File: src/rtl/muldiv_pkg.sv
// Shared ISA definitions for the multiply/divide unit: funct codes,
// the decoded op-kind bundle and small funct decode helpers.
package muldiv_pkg;

   localparam logic [5:0] FUN_MTHI  = 6'h11;
   localparam logic [5:0] FUN_MTLO  = 6'h13;
   localparam logic [5:0] FUN_MULT  = 6'h18;
   localparam logic [5:0] FUN_MULTU = 6'h19;
   localparam logic [5:0] FUN_DIV   = 6'h1A;
   localparam logic [5:0] FUN_DIVU  = 6'h1B;

   typedef struct packed {
      logic dv;
      logic sg;
   } mdop_t;

   function automatic logic is_mul(input logic [5:0] f);
      return (f == FUN_MULT) || (f == FUN_MULTU);
   endfunction

   function automatic logic is_div(input logic [5:0] f);
      return (f == FUN_DIV) || (f == FUN_DIVU);
   endfunction

   function automatic mdop_t decode(input logic [5:0] f);
      mdop_t op;
      op.dv = is_div(f);
      op.sg = (f == FUN_MULT) || (f == FUN_DIV);
      return op;
   endfunction

endpackage

File: src/rtl/muldiv_negate.sv
// Conditional two's-complement negate (combinational).
// Ports: a = value, en = negate when 1, y = result.
module muldiv_negate #(
   parameter int WIDTH = 32
) (
   input  logic [WIDTH-1:0] a,
   input  logic             en,
   output logic [WIDTH-1:0] y
);

   assign y = en ? (~a + WIDTH'(1)) : a;

endmodule

File: src/rtl/muldiv_seq.sv
// Sequential radix-2 MULT/MULTU/DIV/DIVU unit with HI/LO registers.
// Ports: clk, rst (sync, active high), start/funct/opA/opB issue,
//   cancel (flush), busy, done (1-cycle pulse), hi, lo.
// Macro MULDIV_DIVIDE_EN: build the DIV/DIVU datapath.
module muldiv_seq
   import muldiv_pkg::*;
#(
   parameter int WIDTH = 32
) (
   input  logic             clk,
   input  logic             rst,
   input  logic             start,
   input  logic [5:0]       funct,
   input  logic [WIDTH-1:0] opA,
   input  logic [WIDTH-1:0] opB,
   input  logic             cancel,
   output logic             busy,
   output logic             done,
   output logic [WIDTH-1:0] hi,
   output logic [WIDTH-1:0] lo
);

   localparam int CW = $clog2(WIDTH + 1);

   typedef enum logic [1:0] {
      S_IDLE,
      S_PREP,
      S_ITER,
      S_FIX
   } state_t;

   state_t state, nxt;

   logic             go_md, cap, prep, iter, fix;
   logic             wr_hi, wr_lo;
   logic [WIDTH-1:0] ra, rb, mc;
   logic [WIDTH-1:0] maga, magb;
   logic [2*WIDTH-1:0] acc, nacc, prod;
   logic [WIDTH:0]   madd;
   logic [CW-1:0]    cnt;
   logic             sg, sa, sb, dv;
   mdop_t            op;

   assign op = decode(funct);

`ifdef MULDIV_DIVIDE_EN
   assign go_md = is_mul(funct) || is_div(funct);
`else
   assign go_md = is_mul(funct);
`endif

   always_ff @(posedge clk) begin
      if (rst) state <= S_IDLE;
      else     state <= nxt;
   end

   always_comb begin
      nxt = state;
      unique case (state)
         S_IDLE: if (start && go_md) nxt = S_PREP;
         S_PREP: nxt = S_ITER;
         S_ITER: if (cnt == CW'(WIDTH - 1)) nxt = S_FIX;
         S_FIX:  nxt = S_IDLE;
         default: nxt = S_IDLE;
      endcase
      if (cancel && state != S_IDLE) nxt = S_IDLE;
   end

   always_comb begin
      busy  = (state != S_IDLE);
      cap   = (state == S_IDLE) && start && go_md;
      wr_hi = (state == S_IDLE) && start && (funct == FUN_MTHI);
      wr_lo = (state == S_IDLE) && start && (funct == FUN_MTLO);
      prep  = (state == S_PREP);
      iter  = (state == S_ITER);
      fix   = (state == S_FIX) && !cancel;
   end

   muldiv_negate #(.WIDTH(WIDTH)) u_nega (
      .a(ra), .en(sg & ra[WIDTH-1]), .y(maga)
   );
   muldiv_negate #(.WIDTH(WIDTH)) u_negb (
      .a(rb), .en(sg & rb[WIDTH-1]), .y(magb)
   );
   muldiv_negate #(.WIDTH(2*WIDTH)) u_negp (
      .a(acc), .en(sa ^ sb), .y(prod)
   );

   // Shift-add: upper half accumulates, multiplier bits leave on the right.
   assign madd = {1'b0, acc[2*WIDTH-1:WIDTH]}
               + {1'b0, (acc[0] ? mc : '0)};

`ifdef MULDIV_DIVIDE_EN
   logic [WIDTH:0]   dsh, dsub;
   logic [WIDTH-1:0] quo, rem;
   logic             bz;

   // Restoring step: upper half is the partial remainder,
   // lower half shifts the dividend out and the quotient in.
   assign dsh  = {acc[2*WIDTH-1:WIDTH], acc[WIDTH-1]};
   assign dsub = dsh - {1'b0, mc};

   always_comb begin
      if (!dv)
         nacc = {madd, acc[WIDTH-1:1]};
      else if (dsub[WIDTH])
         nacc = {dsh[WIDTH-1:0], acc[WIDTH-2:0], 1'b0};
      else
         nacc = {dsub[WIDTH-1:0], acc[WIDTH-2:0], 1'b1};
   end

   muldiv_negate #(.WIDTH(WIDTH)) u_negq (
      .a(acc[WIDTH-1:0]), .en(sa ^ sb), .y(quo)
   );
   muldiv_negate #(.WIDTH(WIDTH)) u_negr (
      .a(acc[2*WIDTH-1:WIDTH]), .en(sa), .y(rem)
   );

   always_ff @(posedge clk) begin
      if (cap)  dv <= op.dv;
      if (prep) bz <= (rb == '0);
   end
`else
   assign dv   = 1'b0;
   assign nacc = {madd, acc[WIDTH-1:1]};
`endif

   always_ff @(posedge clk) begin
      if (cap) begin
         ra <= opA;
         rb <= opB;
         sg <= op.sg;
      end
      if (prep) begin
         sa  <= sg & ra[WIDTH-1];
         sb  <= sg & rb[WIDTH-1];
         cnt <= '0;
         acc <= {{WIDTH{1'b0}}, (dv ? maga : magb)};
         mc  <= dv ? magb : maga;
      end
      if (iter) begin
         cnt <= cnt + CW'(1);
         acc <= nacc;
      end
   end

   always_ff @(posedge clk) begin
      if (rst) begin
         hi   <= '0;
         lo   <= '0;
         done <= 1'b0;
      end else begin
         done <= fix;
         if (wr_hi) hi <= opA;
         if (wr_lo) lo <= opA;
         if (fix) begin
            {hi, lo} <= prod;
`ifdef MULDIV_DIVIDE_EN
            if (dv && bz) begin
               lo <= '1;
               hi <= ra;
            end else if (dv) begin
               lo <= quo;
               hi <= rem;
            end
`endif
         end
      end
   end

endmodule

File: config.mk
export PLATFORM = sky130hd
export DESIGN_NAME = muldiv_seq
export DESIGN_NICKNAME = d
export VERILOG_FILES = /design/src/rtl/muldiv_pkg.sv /design/src/rtl/muldiv_negate.sv /design/src/rtl/muldiv_seq.sv
export SDC_FILE = /design/constraint.sdc
export NUM_CORES = 1
export LEC_CHECK = 0
export ABC_AREA = 1
export CAP_MARGIN = 20
export CORE_MARGIN = 10
export CORE_UTILIZATION = 40
export DETAILED_ROUTE_END_ITERATION = 10
export GPL_TIMING_DRIVEN = 0
export HOLD_SLACK_MARGIN = 0.1
export SYNTH_ARGS = -nofsm -noshare
export SYNTH_HDL_FRONTEND = slang
export SYNTH_SLANG_ARGS = --single-unit
export TNS_END_PERCENT = 5
File: constraint.sdc
create_clock -name clk -period 5.2 [get_ports clk]
set_input_delay 0.52 -clock clk [delete_from_list [all_inputs] [get_ports clk]]
set_output_delay 0.52 -clock clk [all_outputs]
set_load 0.01 [all_outputs]
# Word-level counts from Yosys, hierarchy flattened
# Index checks and enable logic that the tools add are counted.
# totals
ff_bits,236
input_bits,74
out_inout_bits,66
wordCells,66
# op_classes
n_addsub,5
eq_ne,11
n_mux,15
bitwise_logic,6
reduce_logical,17
# ops
operator,count
$mux W32,7
$mux W64,3
$add A32 B1 Y32 const B,2
$add A64 B1 Y64 const B,1
$not A32 Y32,2
$not A64 Y64,1
$eq A6 B5 Y1 const B,6
$add A32 B32 Y33,1
$mux W6,2
$pmux W2 S4,1
$reduce_bool A2 Y1,4
$logic_and A1 B1 Y1,7
$add A6 B1 Y6 const B,1
$eq A2 B2 Y1 const B,2
$mux W2,2
$and A1 B1 Y1,2
$eq A2 B1 Y1 const B,1
$logic_not A2 Y1,1
$logic_or A1 B1 Y1,2
$ne A2 B1 Y1 const B,1
$ne A2 B2 Y1 const B,1
$reduce_and A2 Y1,1
$reduce_or A2 Y1,1
$logic_not A1 Y1,1
$xor A1 B1 Y1,1

# Logic depth before layout (Yosys ltp)
# Gate-level depths: netlist of the first run.
# logic_depth
depth_word,5
mapped_depth,18
mapped_depth_nobuf,16

# Modules after synthesis
# A second synthesis of the first run with hierarchy kept.
# unflattened
hier_cells,2359
area_unflattened_um2,16325.7
# by_module_without_submodules
mod,n_inst,cells_each,area_each_um2,seq_area_each_um2
muldiv_seq,1,1407,11642.4,6416.2
muldiv_negate at u_negp,1,498,2466.1,0.0
muldiv_negate at u_nega ...,2,227,1108.6,0.0

# Worst setup path after synthesis of the first run
# Ideal clock, no wire load.
# synth_timing
path_kind,input to register
startpoint,in funct[5]
endpoint,reg ra[0] (enable)
setup_time_ps,488
arrival_ps,3603
required_time_ps,4712
setup_slack_ps,1109
cell_stages,5
path_buffers,0
path_cell_list,inv_1 > nand2_1 > nor3_1 > nand2_1 > nor2_1
# synth_via
elab_chain_cells,3
elab_cells_between_ends,4
cone_classes,2 x eq/ne; 2 x reduce/logical
# synth_lines
element,line,rtl
start: declaration,muldiv_seq.sv:13,"input logic [5:0] funct,"
$eq A6 B5 Y1,muldiv_pkg.sv:18,return (f == FUN_MULT) || (f == FUN_MULTU);
$logic_or A1 B1 Y1 (*),muldiv_pkg.sv:18,
$logic_and A1 B1 Y1 (*),muldiv_seq.sv:71,cap = (state == S_IDLE) && start && go_md;
net cap,muldiv_seq.sv:34,"logic go_md, cap, prep, iter, fix;"
end signal: assignment,muldiv_seq.sv:130,ra <= opA;
end: declaration,muldiv_seq.sv:36,"logic [WIDTH-1:0] ra, rb, mc;"
# The timed path passes the listed nets; every way through them passes the cells marked *.
# A chain may end at the register's enable or synchronous reset.

# Worst setup path after layout of the first run
# layout_timing
startpoint,reg acc[0]
endpoint,"reg acc[59], data pin"
# layout_via
elab_chain_cells,3
# layout_lines
element,line,rtl
start: declaration,muldiv_seq.sv:38,"logic [2*WIDTH-1:0] acc, nacc, prod;"
start signal: assignment,muldiv_seq.sv:138,"acc <= {{WIDTH{1'b0}}, (dv ? maga : magb)};"
start signal: assignment,muldiv_seq.sv:143,acc <= nacc;
$mux W32,muldiv_seq.sv:91,"+ {1'b0, (acc[0] ? mc : '0)};"
$add A32 B32 Y33,muldiv_seq.sv:91,
$mux W64,muldiv_seq.sv:141,if (iter) begin
# No other way between the ends.

==> results of run 1 <==
==> final cells by class <==
class	count	area (um^2)
inverter	252	946
multi-input combinational	1584	7500
sequential	236	6420
clock buffer	37	774
antenna	2	5.00
tap	511	639
clock inverter	15	139
timing repair buffer	140	1430
fill	3844	19400
buffer	62	279
==> logic make-up after synthesis <==
family	count (synthesis)
adders and majority gates	41
buffers and inverters	314
xor gates and xnor gates	36
and+or+nand+nor	1206
DFF	236
AOI/OAI and AO/OA	301
==> stage by stage <==
step / area, um^2 / setup TNS, ns / utilization / instances
2_1_floorplan: 15100 / 0 / - / 2134
3_3_place_gp: 17100 / -32.35 / 0.457 / 2783
3_5_place_dp: 17200 / 0 / 0.459 / 2785
4_1_cts: 18100 / 0 / 0.483 / 2837
5_1_grt: 18100 / 0 / 0.483 / 2837
6_report: 18100 / 0 / 0.484 / 2839
==> metal layers <==
layer,global-route usage,part of all wire,vias up
met5,0,0.00012,-
met3,0.0365,0.058,124
li1,-,-,7366
met1,0.291,0.40,6997
met2,0.427,0.49,502
met4,0.114,0.050,2
==> final timing paths <==
check | end | slack, ns | cells after the start
worst max-delay path | acc[59] | 2.00 | 16
worst min register to register | lo[19] | 0.51 | 2
worst max register to register | acc[59] | 2.00 | 16
worst min-delay path | lo[11] | 0.43 | 2
==> power groups by stage <==
| stage | Clock [mW] | Sequential, mW | Combinational, mW |
|---|---|---|---|
| after global routing | 2.06 | 2.97 | 3.50 |
| final | 1.95 | 2.95 | 3.12 |
| after global placement | 0 | 3.02 | 3.00 |
| after detailed placement | 0 | 2.97 | 3.08 |
| after floorplan | 0 | 2.79 | 2.05 |
| after CTS | 1.98 | 2.94 | 3.10 |
==> worst max-delay path: cells and delay by family, from the launching register on <==
family	cells	cell delay, ns
adder cells (fa/ha/maj)	2	0.49
AND/OR/NAND/NOR	11	1.37
buffers and inverters	3	0.81
flip-flops	1	0.31
==> registers in the layout, indices dropped and copies added, names as in the netlist <==
signal,count
acc,64
hi,32
lo,32
mc,32
ra,32
rb,32
cnt,6
state,2
done,1
sa,1
sb,1
sg,1
==> synth_stat cells, types with 19 or more instances <==
| library cell | number | area (um^2) |
|---|---|---|
| a21oi_1 | 92 | 460 |
| nand2_1 | 640 | 2400 |
| nand3_1 | 204 | 1020 |
| nand4_1 | 24 | 150 |
| edfxtp_1 | 169 | 5070 |
| nor3_1 | 19 | 95.1 |
| o21ai_0 | 145 | 726 |
| nor2_1 | 282 | 1060 |
| xor2_1 | 30 | 263 |
| inv_1 | 246 | 923 |
| dfxtp_1 | 67 | 1340 |
| clkbuf_1 | 38 | 143 |
| ha_1 | 40 | 500 |
==> reports/metrics.cfg, run 1 <==
[layout]
drive_gt1_frac=0.0439
syn2layout_area_growth_pct=19.9
nets=2419
final_cell_mix=nand2_1, nor2_1, inv_1
layout_commonest_cell=nand2_1

[sta]
worst_pin_slew_ns=0.944
drv_slew=0
max_freq_mhz=313
finalSetupViolCount=0
skew_ns=0.0232
finalCritPeriodShare=0.614
min_period_ns=3.20
holdWs_ns=0.431
finalHoldViolCount=0
worst_slack_ns=2.00
max_slew_margin=0.371
rsz0062_at_grt=false

[clocking]
cts.path.max_buffers=3
cts_root_buf=clkbuf_16
cts_hold_buf=0
clk_latency_ns=0.58
cts_max_level=1
cts_setup_buffers=0
cts_tree=built
clk_pin_slew_ns=0.06
clock_sinks=236
cts_resized=0
cts_buffers=28

[detailed_routing]
dr.pass1.iters=5
postRouteWirelength_mm=58.4
drc_errors=0
vias=15000
drtAntennaViolNets=0
wl_per_cell_um=20.6
vias_per_cell=5.28
dr.first_iter.drc_count=1179

[worst_hold_path]
min_path_type=primary input to register
worstHoldStart=rst

[power]
switching_power_mw=3.46
seq_power_share=0.368
power.density_mw_per_mm2=442
p_clk_frac=0.243
power_mw=8.02
p_leak_nw=7.66
switching_share=0.431
combinationalPowerShare=0.389
p_int_mw=4.56
irDropWorstVdd_mv=0.324

[worst_setup_path]
cp_slowest_stage_delay_ns=0.39
worstPathArrival_ns=3.57
startpoint=acc[0]
cp.required_ns=5.57
critPathKind=register to register
crit_path_top_delay_cell=clkbuf_1
setup.worst_path.start_class=register
cp_max_fo=10
crit_path_cell_trace=buf_2, clkbuf_1, nand2_1, inv_1, ha_1, fa_1, nand3_1, nand2_1, nand2_1, nand2_1, nand2_1, nand2_1, nand2_1, nand3_1, nand2_1, nor2_1
critPathMostFrequentCell=nand2_1
cp-end-kind=register
r2r_start=acc[0]

[placement]
pre_cts_ws_ns=2.02
portBuffers=138
routabilityCongestion=0.952
hpwl_mm=48.0

[floorplan]
die_area_mm2=0.0460
fp.dieH_um=214
start_util=0.403
rows=71
io_pins=140
fp.dieW_um=214
core_area_mm2=0.0375

[synth]
synth_edf_count=169
synth.mux.area_fraction=0
synthSimpleGateAreaFrac=0.331
synthArstFlopShare=0
ys_seq_elements=236
ys.warnings.count=0
synth_fp_nets=2249
synth_compound_area_frac=0.108
syn_area_mm2=0.0151
synth_fa_ha_area_frac=0.0344
ys_types=46
ys_seq_area_frac=0.424
synthXorXnorAreaFrac=0.0209
ys.flop_type=edfxtp_1
avgSynthCellArea_um2=7.09
syn_inst=2134
synth_top_family_by_area=simple AND/OR/NAND/NOR gates

[run_status]
outcome=complete, no violations

[global_route]
grt_pass1_vias=14300
grt.total_usage=0.245
grt_pass1_wl_mm=86.8
gr-total-overflow=0
grt_antenna_before_repair=1
grt_max_degree=66

[run]
cap_violations=0

(Power assumes the default switching activity.)
==> run 2: changes to the inputs <==
==> constraint.sdc (replaced) <==
create_clock -name clk -period 2.62 [get_ports clk]
set_input_delay 0.262 -clock clk [delete_from_list [all_inputs] [get_ports clk]]
set_output_delay 0.262 -clock clk [all_outputs]
set_load 0.01 [all_outputs]
==> run 2 against run 1 <==
Count of clock-buffer cells in the layout up 5; sequential power up 100%; clock skew up 0.0014 ns; critical path depth down 10; critical endpoint is now acc[56]; largest power group unchanged; highest routed layer is now met4.
==> reports/metrics.cfg, run 2 (synthesized netlist as in run 1, its figures left out) <==
[run_status]
outcome=complete, no violations  ; unchanged

[sta]
max_freq_mhz=383  ; was 313 MHz
min_period_ns=2.61  ; was 3.20 ns
worst_pin_slew_ns=0.923  ; was 0.944 ns
rsz0062_at_grt=true  ; was false
max_slew_margin=0.385  ; was 0.371
drv_slew=0  ; unchanged
skew_ns=0.0247  ; was 0.0232 ns
finalCritPeriodShare=0.995  ; was 0.614
finalHoldViolCount=0  ; unchanged
finalSetupViolCount=0  ; unchanged
worst_slack_ns=0.0123  ; was 2.00 ns

[layout]
nets=2421  ; was 2419
largest_register_ff_count=64  ; unchanged
layout_commonest_cell=nand2_1  ; unchanged
drive_gt1_frac=0.0730  ; was 0.0439
top_register=acc  ; unchanged
final_cell_mix=nand2_1, nor2_1, inv_1  ; unchanged
syn2layout_area_growth_pct=22.9  ; was 19.9%
n_antenna_cell=0  ; was 2
stdcell_area_mm2=0.0186  ; was 0.0181 mm^2
final_util=0.496  ; was 0.484

[power]
power.density_mw_per_mm2=911  ; was 442 mW/mm^2
p_leak_nw=7.77  ; was 7.66 nW
irDropWorstVdd_mv=0.911  ; was 0.324 mV
power_mw=16.9  ; was 8.02 mW

[global_route]
gr-total-overflow=0  ; unchanged
grt_antenna_before_repair=1  ; unchanged
grt.total_usage=0.246  ; was 0.245
grt_pass1_wl_mm=87.2  ; was 86.8 mm
grt_max_degree=65  ; was 66
grt_pass1_vias=14500  ; was 14300

[floorplan]
io_pins=140  ; unchanged
die_area_mm2=0.0460  ; unchanged
start_util=0.403  ; unchanged
rows=71  ; unchanged
core_area_mm2=0.0375  ; unchanged
fp.dieW_um=214  ; unchanged
fp.dieH_um=214  ; unchanged

[detailed_routing]
routedLengthMet1_mm=23.9  ; was 23.3 mm
drtAntennaViolNets=0  ; unchanged
dr.first_iter.drc_count=1249  ; was 1179
wl_per_cell_um=20.8  ; was 20.6 um
dr_wl_met3_mm=2.96  ; was 3.41 mm
vias=15200  ; was 15000
vias_per_cell=5.34  ; was 5.28
top_layer=met4  ; was met5
drc_errors=0  ; unchanged
dr.pass1.iters=6  ; was 5
postRouteWirelength_mm=59.2  ; was 58.4 mm
wl_met2_mm=29.4  ; was 28.8 mm

[placement]
place_area_mm2=0.0172  ; unchanged
routabilityCongestion=0.953  ; was 0.952
hpwl_mm=48.2  ; was 48.0 mm
pre_cts_ws_ns=-0.508  ; was 2.02 ns
portBuffers=138  ; unchanged

[clocking]
cts_max_level=1  ; unchanged
clk_pin_slew_ns=0.06  ; about the same
cts_buffers=29  ; was 28
cts_root_buf=clkbuf_16  ; unchanged
cts.path.max_buffers=3  ; unchanged
clk_latency_ns=0.56  ; was 0.58 ns
clock_sinks=236  ; unchanged
cts_tree=built  ; unchanged

[worst_setup_path]
critPathKind=register to register  ; unchanged
worstPathArrival_ns=2.98  ; was 3.57 ns
crit_path_cell_trace=inv_1, ha_1, clkbuf_1, buf_1, nand2_1, nor2_2  ; was buf_2, clkbuf_1, nand2_1, inv_1, ha_1, fa_1, nand3_1, nand2_1, nand2_1, nand2_1, nand2_1, nand2_1, nand2_1, nand3_1, nand2_1, nor2_1
cp-end-kind=register  ; unchanged
cp_max_fo=10  ; unchanged
cp_slowest_stage_delay_ns=0.75  ; was 0.39 ns
cp.required_ns=3.00  ; was 5.57 ns
setup.worst_path.start_class=register  ; unchanged
crit_path_top_delay_cell=buf_1  ; was clkbuf_1

[worst_hold_path]
min_path_type=primary input to register  ; unchanged

[run]
cap_violations=0  ; unchanged

[run 2: changes by cell type in the layout (fill, tap and decap cells not counted), moves of 4 or more]
cell / before / now
ha_4: 1 / 14
nand2_2: 2 / 19
a21oi_1: 92 / 87
ha_1: 38 / 22
clkbuf_8: 4 / 10
a21oi_2: 0 / 5
nand2_1: 640 / 622
nor2_1: 281 / 269
clkbuf_2: 0 / 4
clkbuf_1: 43 / 33
nor2_2: 6 / 18
clkinv_4: 4 / 0
[run 2: what timing repair did]
| item | CTS | global route |
|---|---|---|
| gates resized for setup | 33 | 46 |
| endpoints found under the setup margin | 31 | 30 |
| hold buffers | 0 | 0 |
| endpoints found under the hold margin | 0 | 0 |
| pin swaps | 2 | 3 |
| buffers inserted | 1 | 0 |
[run 2: metrics by stage]
step | setup TNS (ns) | hold slack [ns] | instances
floorplan | 0 | 0.361 | 2134
global placement | -77.86 | 0.479 | 2783
detailed placement | -8.82 | 0.470 | 2785
CTS | -0.0481 | 0.163 | 2839
global route | -0.513 | 0.183 | 2839
finish | 0 | 0.171 | 2839
[run 2: area by class of cell]
| class | instances | area (um^2) |
|---|---|---|
| inverters | 252 | 946 |
| well taps | 511 | 639 |
| multi-input cells | 1584 | 7790 |
| repair buffers | 141 | 1440 |
| plain buffers | 62 | 305 |
| fillers | 3793 | 18900 |
| clock inverters | 11 | 143 |
| flip-flops and latches | 236 | 6420 |
| clock buffers | 42 | 907 |
[run 2: path summary, 6_finish.rpt]
kind	from	endpoint	slack, ns	cells after the start
setup / recovery	state[0]	acc[56]	0.01	6
hold / removal	rst	lo[13]	0.17	2
setup reg to reg	state[0]	acc[56]	0.01	6
hold reg to reg	ra[0]	mc[0]	0.49	0
[run 2: worst max-delay path: cells and delay by family, from the launching register on]
family	cells	cell delay (ns)
fa+ha+maj	1	0.38
simple gates	2	0.34
buf+inv	3	1.35
flops	1	0.33
[run 2: layer usage]
layer,track usage,up-vias
li1,-,7368
met1,0.294,7223
met2,0.439,461
met3,0.0243,112
met4,0.110,0
met5,0,-
[run 2: power by group]
| group | total, mW | leakage, nW | switching (mW) | internal (mW) |
|---|---|---|---|---|
| Sequential | 5.93 | 2.10 | 0.919 | 5.01 |
| Combinational | 6.64 | 5.16 | 4.52 | 2.12 |
| Clock | 4.36 | 0.516 | 1.66 | 2.69 |
==> run 3: changes to the inputs <==
--- a/config.mk
+++ b/config.mk
@@ -8,11 +8,12 @@
 export ABC_AREA = 1
 export CAP_MARGIN = 20
 export CORE_MARGIN = 10
-export CORE_UTILIZATION = 40
+export CORE_UTILIZATION = 35
 export DETAILED_ROUTE_END_ITERATION = 10
 export GPL_TIMING_DRIVEN = 0
 export HOLD_SLACK_MARGIN = 0.1
+export SKIP_LAST_GASP = 1
 export SYNTH_ARGS = -nofsm -noshare
 export SYNTH_HDL_FRONTEND = slang
 export SYNTH_SLANG_ARGS = --single-unit
-export TNS_END_PERCENT = 5
+export TNS_END_PERCENT = 30
==> run 3 against run 2 <==
The run now ends with negative setup slack left; clock skew fell by 0.011 ns; design area increased by 0.35%; total power shrank 0.26%; combinational power barely moved; final cell count up 2.6%; flip-flop and latch count did not move; highest routed layer is now met5.
==> reports/metrics.cfg, run 3 (synthesized netlist as in run 1, its figures left out) <==
[run]
cap_violations=0  ; unchanged

[clocking]
cts_buffers=29  ; unchanged
cts_root_buf=clkbuf_16  ; unchanged
clk_pin_slew_ns=0.06  ; about the same
cts_tree=built  ; unchanged
clk_latency_ns=0.57  ; was 0.56 ns
cts.path.max_buffers=3  ; unchanged
cts_hold_buf=0  ; unchanged
clock_sinks=236  ; unchanged
cts_max_level=1  ; unchanged

[worst_setup_path]
critPathKind=register to register  ; unchanged
cp_slowest_stage_delay_ns=0.66  ; was 0.75 ns
worstPathArrival_ns=2.96  ; was 2.98 ns
cp_max_fo=10  ; unchanged
cp_num_buf_inv=2  ; was 3
crit_path_cell_trace=nand2_1, clkbuf_1, clkbuf_1, a21oi_1, o21ai_0, nand2_1  ; was inv_1, ha_1, clkbuf_1, buf_1, nand2_1, nor2_2
crit_path_top_delay_cell=edfxtp_1  ; was buf_1
setup.worst_path.start_class=register  ; unchanged
cp.required_ns=2.93  ; was 3.00 ns
cp-end-kind=register  ; unchanged
path_delay_family=buffers and inverters  ; unchanged

[sta]
holdWs_ns=0.176  ; was 0.171 ns
rsz0062_at_grt=true  ; unchanged
finalCritPeriodShare=1.01  ; was 0.995
finalSetupViolCount=3  ; was 0
min_period_ns=2.65  ; was 2.61 ns
worst_slack_ns=-0.0252  ; was 0.0123 ns
max_freq_mhz=378  ; was 383 MHz
finalHoldViolCount=0  ; unchanged
drv_slew=0  ; unchanged
worst_pin_slew_ns=0.938  ; was 0.923 ns
skew_ns=0.0135  ; was 0.0247 ns
max_slew_margin=0.373  ; was 0.385

[floorplan]
die_area_mm2=0.0519  ; was 0.0460 mm^2
start_util=0.353  ; was 0.403
core_area_mm2=0.0429  ; was 0.0375 mm^2
io_pins=140  ; unchanged
fp.dieH_um=228  ; was 214 um
rows=76  ; was 71
fp.dieW_um=228  ; was 214 um

[global_route]
grt_antenna_before_repair=3  ; was 1
grt.total_usage=0.226  ; was 0.246
grt_pass1_vias=14600  ; was 14500
grt_max_degree=66  ; was 65
grt_pass1_wl_mm=90.1  ; was 87.2 mm
gr-total-overflow=0  ; unchanged

[run_status]
outcome=finished, violations left  ; was complete, no violations
violations=negative setup slack

[detailed_routing]
drtAntennaViolNets=0  ; unchanged
drc_errors=0  ; unchanged
postRouteWirelength_mm=60.8  ; was 59.2 mm
vias=15000  ; was 15200
dr.pass1.iters=5  ; was 6
dr.first_iter.drc_count=1099  ; was 1249
vias_per_cell=5.14  ; was 5.34
wl_per_cell_um=20.9  ; was 20.8 um

[layout]
drive_gt1_frac=0.0717  ; was 0.0730
nets=2421  ; unchanged
n_antenna_cell=0  ; unchanged
top_register=acc  ; unchanged
multi_input_comb_area_mm2=0.00780  ; was 0.00779 mm^2
final_cell_mix=nand2_1, nor2_1, inv_1  ; unchanged
regArea_mm2=0.00642  ; unchanged
stdcell_area_mm2=0.0186  ; about the same
final_util=0.435  ; was 0.496
syn2layout_area_growth_pct=23.3  ; was 22.9%
largest_register_ff_count=64  ; unchanged
layout_commonest_cell=nand2_1  ; unchanged
nFillCells=4502  ; was 3793

[placement]
routabilityCongestion=0.945  ; was 0.953
portBuffers=138  ; unchanged
hpwl_mm=49.5  ; was 48.2 mm
place_area_mm2=0.0173  ; was 0.0172 mm^2
pre_cts_ws_ns=-0.540  ; was -0.508 ns

[power]
switching_power_mw=7.16  ; was 7.10 mW
power.density_mw_per_mm2=905  ; was 911 mW/mm^2
irDropWorstVdd_mv=0.622  ; was 0.911 mV
power_mw=16.9  ; about the same
combinationalPowerShare=0.394  ; was 0.392
p_clk_frac=0.254  ; was 0.257
switching_share=0.424  ; was 0.420
seq_power_share=0.351  ; was 0.350
p_leak_nw=7.75  ; was 7.77 nW
p_int_mw=9.73  ; was 9.82 mW

[worst_hold_path]
min_path_type=primary input to register  ; unchanged

-- run 3: changes by cell type in the layout (fill, tap and decap cells not counted), sizes merged --
cell / change
clkbuf: -2
inv: +2
buf: -1
bufinv: +1
-- run 3: final cells by class --
cell class,count,area share
Buffer,62,0.0167
Inverter,252,0.0507
Clock inverter,14,0.00986
Tap cell,585,0.0393
Timing Repair Buffer,141,0.0770
Clock buffer,39,0.0440
Sequential cell,236,0.344
Multi-Input combinational cell,1584,0.418
-- run 3: stage by stage --
stage	std cells	setup TNS, ns
after detailed placement	2859	-7.82
after CTS	2913	-0.275
after global routing	2913	-1.00
after global placement	2857	-78.16
final	2913	-0.0390
after floorplan	2134	0
-- run 3: power groups by stage --
stage	sequential, mW	clock (mW)	combinational (mW)
finish	5.93	4.29	6.66
global route	5.98	4.49	7.46
CTS	5.87	4.36	6.35
detailed placement	5.93	0	6.20
global placement	5.77	0	5.55
floorplan	5.54	0	4.07
-- run 3: worst paths after layout --
check | cells past startpoint | end | start | slack [ns]
hold reg to reg | 0 | mc[0] | ra[0] | 0.50
setup / recovery | 6 | acc[24] | sg | -0.03
setup reg to reg | 6 | acc[24] | sg | -0.03
hold / removal | 2 | lo[11] | rst | 0.18
-- run 3: repair_timing --
action,CTS,global route
pin swaps,2,3
gates resized for setup,29,54
buffers inserted,1,0
endpoints found under the setup margin,32,41
-- run 3: routing by layer --
layer,share of wire,global-route usage,vias up
met2,0.48,0.388,462
met5,0.00021,0,-
met1,0.41,0.276,7007
met3,0.050,0.0258,125
li1,-,-,7373
met4,0.056,0.114,2
==> edit: new RTL, flow settings as in run 2 <==
`WIDTH` is set to 32 in 2 places; all go to 16.
--- a/src/rtl/muldiv_negate.sv
+++ b/src/rtl/muldiv_negate.sv
@@ -2,5 +2,5 @@
 // Ports: a = value, en = negate when 1, y = result.
 module muldiv_negate #(
-   parameter int WIDTH = 32
+   parameter int WIDTH = 16
 ) (
    input  logic [WIDTH-1:0] a,
--- a/src/rtl/muldiv_seq.sv
+++ b/src/rtl/muldiv_seq.sv
@@ -6,5 +6,5 @@
    import muldiv_pkg::*;
 #(
-   parameter int WIDTH = 32
+   parameter int WIDTH = 16
 ) (
    input  logic             clk,
Ports: changed (resized hi, lo, opA and opB); port bits go from 140 to 76. No check against the original RTL was run, so the function may have changed too.
==> edit against run 2 <==
- area after synthesis down 51%
- fmax up 11%
- cell area down 51%
- total power down 50%
- global-route usage down 6.9 points
- clock skew down 0.0099 ns
- combinational power down 55%
- worst setup slack better by 0.27 ns
- wire length down 63%
- sequential cell count down 113
- critical path type unchanged
- largest power group is now registers
==> edit: results (changes against run 2) <==
- Number of flops mapped to enable cells by yosys: 88 (-48%)
- Mux contribution to synthesized area: 0% (unchanged)
- DRT iter0 DRCs: 455 (-64%)
- Share of cells above drive strength 1: 10.1% (+2.8 points)
- Setup Fix Bufs, Post-CTS: 0 (-1)
- Antenna violations before repair: 0 (-1)
- Worst EP arrival: 2.51 ns (-0.47 ns)
- Met2 Usage GRT: 29.7% (-14 points)
- Status: complete, no violations
- Crit-path max FO: 17 (+7)
- First-pass GRT wire length: 33400 um (-62%)
- Routed WL: 21700 um (-63%)
- Nets: 1097 (-55%)
- Filler instances: 1776 (-53%)
- Number of distinct library cells after synthesis: 44 (-4.3%)
- Vias/cell: 5.23 (-2.2%)
- Slowest-stage cell, CP: fa_1
- Asr flop ratio synth: 0% (unchanged)
- First-pass DRT Iterations: 5 (-1)
- Family with the most delay on the worst path: adder cells
- Reg clk slew, reported paths: roughly 0.050 ns
- Max reg flops: 32 (-50%)
- Overall global routing resource usage: 17.8% (-6.9 points)
- Min-delay worst type: input port to register
- Post-synth top cells: nand2_1, inv_1, nand3_1, edfxtp_1, nor2_1
- LEAKAGE: 3.78 nW (-51%)
- Worst-Skew Late Latency: 0.43 ns (-0.13 ns)
- Slowest stage delay, CP: 0.38 ns (-0.37 ns)
- H-Tree Depth: 4 (+3)
- Largest family of logic cells by synthesized area: simple AND/OR/NAND/NOR gates
- Synth top area cells: edfxtp_1, nand2_1, dfxtp_1, nand3_1, inv_1
- M1 GR Usage: 22.0% (-7.4 points)
- Maximum clock path buffer count: 2 (-1)
- Largest register by flop count: acc
- Worst Tran Pin Value: 0.984 ns (+0.0615 ns)
- Clock skew: 0.0148 ns (-0.00990 ns)
- HPWL Detailed: 17100 um (-64%)
- Largest net degree at the start of global routing: 39 (-40%)
- Compound-gate portion of the synthesized area: 11.3% (+0.48 points)
- Ys Warns: 0 (unchanged)
- CTS Buf Count: 17 (-41%)
- RD Place Congestion: 0.895 (-6.0%)
- Xor and xnor fraction of the mapped netlist area: 1.89% (-0.19 points)
- I/O Buffers: 75 (-46%)
- Grt met3 use: 3.69% (+1.3 points)
- Mapped Nets: 1004 (-55%)
- Clk root buf: clkbuf_16
- Post-synthesis sequential area ratio: 45.1% (+2.7 points)
- Worst vdd ir: 0.535 mV (-41%)
- Post-Synth Adder-Cell Area: 4.49% (+1.1 points)
- Vias in the first global route: 6251 (-57%)
- N_diodes: 0 (unchanged)
-- edit: power breakdown --
group / internal [W] / switching (W) / total, W
logic: 0.000994 / 0.00197 / 0.00296
registers: 0.00259 / 0.000444 / 0.00303
clock network: 0.00151 / 0.000941 / 0.00245
-- edit: area by class of cell --
type                       instances  area, um2  area share (%)
clock buffer                      17        425            4.69
sequential                       123       3340            36.9
buffer                            25        161            1.78
timing repair buffer              75        751            8.28
multi-input combinational        680       3510            38.7
clock inverter                    15        188            2.07
inverter                         107        403            4.44
tap                              229        287            3.16
-- edit: metrics by stage --
step	util, %	worst slack (ns)	std cells	area [um2]	hold slack, ns
2_1_floorplan	-	0.112	936	7410	0.361
3_3_place_gp	46.7	-1.07	1240	8440	0.472
3_5_place_dp	46.7	-0.0842	1240	8450	0.475
4_1_cts	50.2	0.0239	1272	9070	0.374
5_1_grt	50.1	0.0606	1271	9070	0.379
6_report	50.1	0.279	1271	9070	0.395
-- edit: cell families after synthesis --
group / after synthesis
AND/OR/NAND/NOR: 482
AO/OA/AOI/OAI: 156
buffers and inverters: 133
flip-flops: 123
adder cells (fa/ha/maj): 26
XOR/XNOR: 16
-- edit: per-layer routing --
layer / vias up / wire length (um)
met2: 178 / 10500
met3: 34 / 1240
met4: 0 / 593
li1: 3327 / -
met5: - / 0
met1: 3103 / 9360
-- edit: what timing repair did --
item,4_1_cts,5_1_grt
setup endpoints to repair,3,6
endpoints found under the hold margin,0,0
gates resized for setup,2,0
hold buffers,0,0
-- edit: worst paths after layout --
| path | end | from | slack (ns) | cells past startpoint |
|---|---|---|---|---|
| max reg2reg | acc[23] | acc[0] | 0.28 | 12 |
| min | rb[11] | opB[11] | 0.39 | 1 |
| min reg2reg | lo[0] | lo[0] | 0.48 | 2 |
| max | acc[23] | acc[0] | 0.28 | 12 |
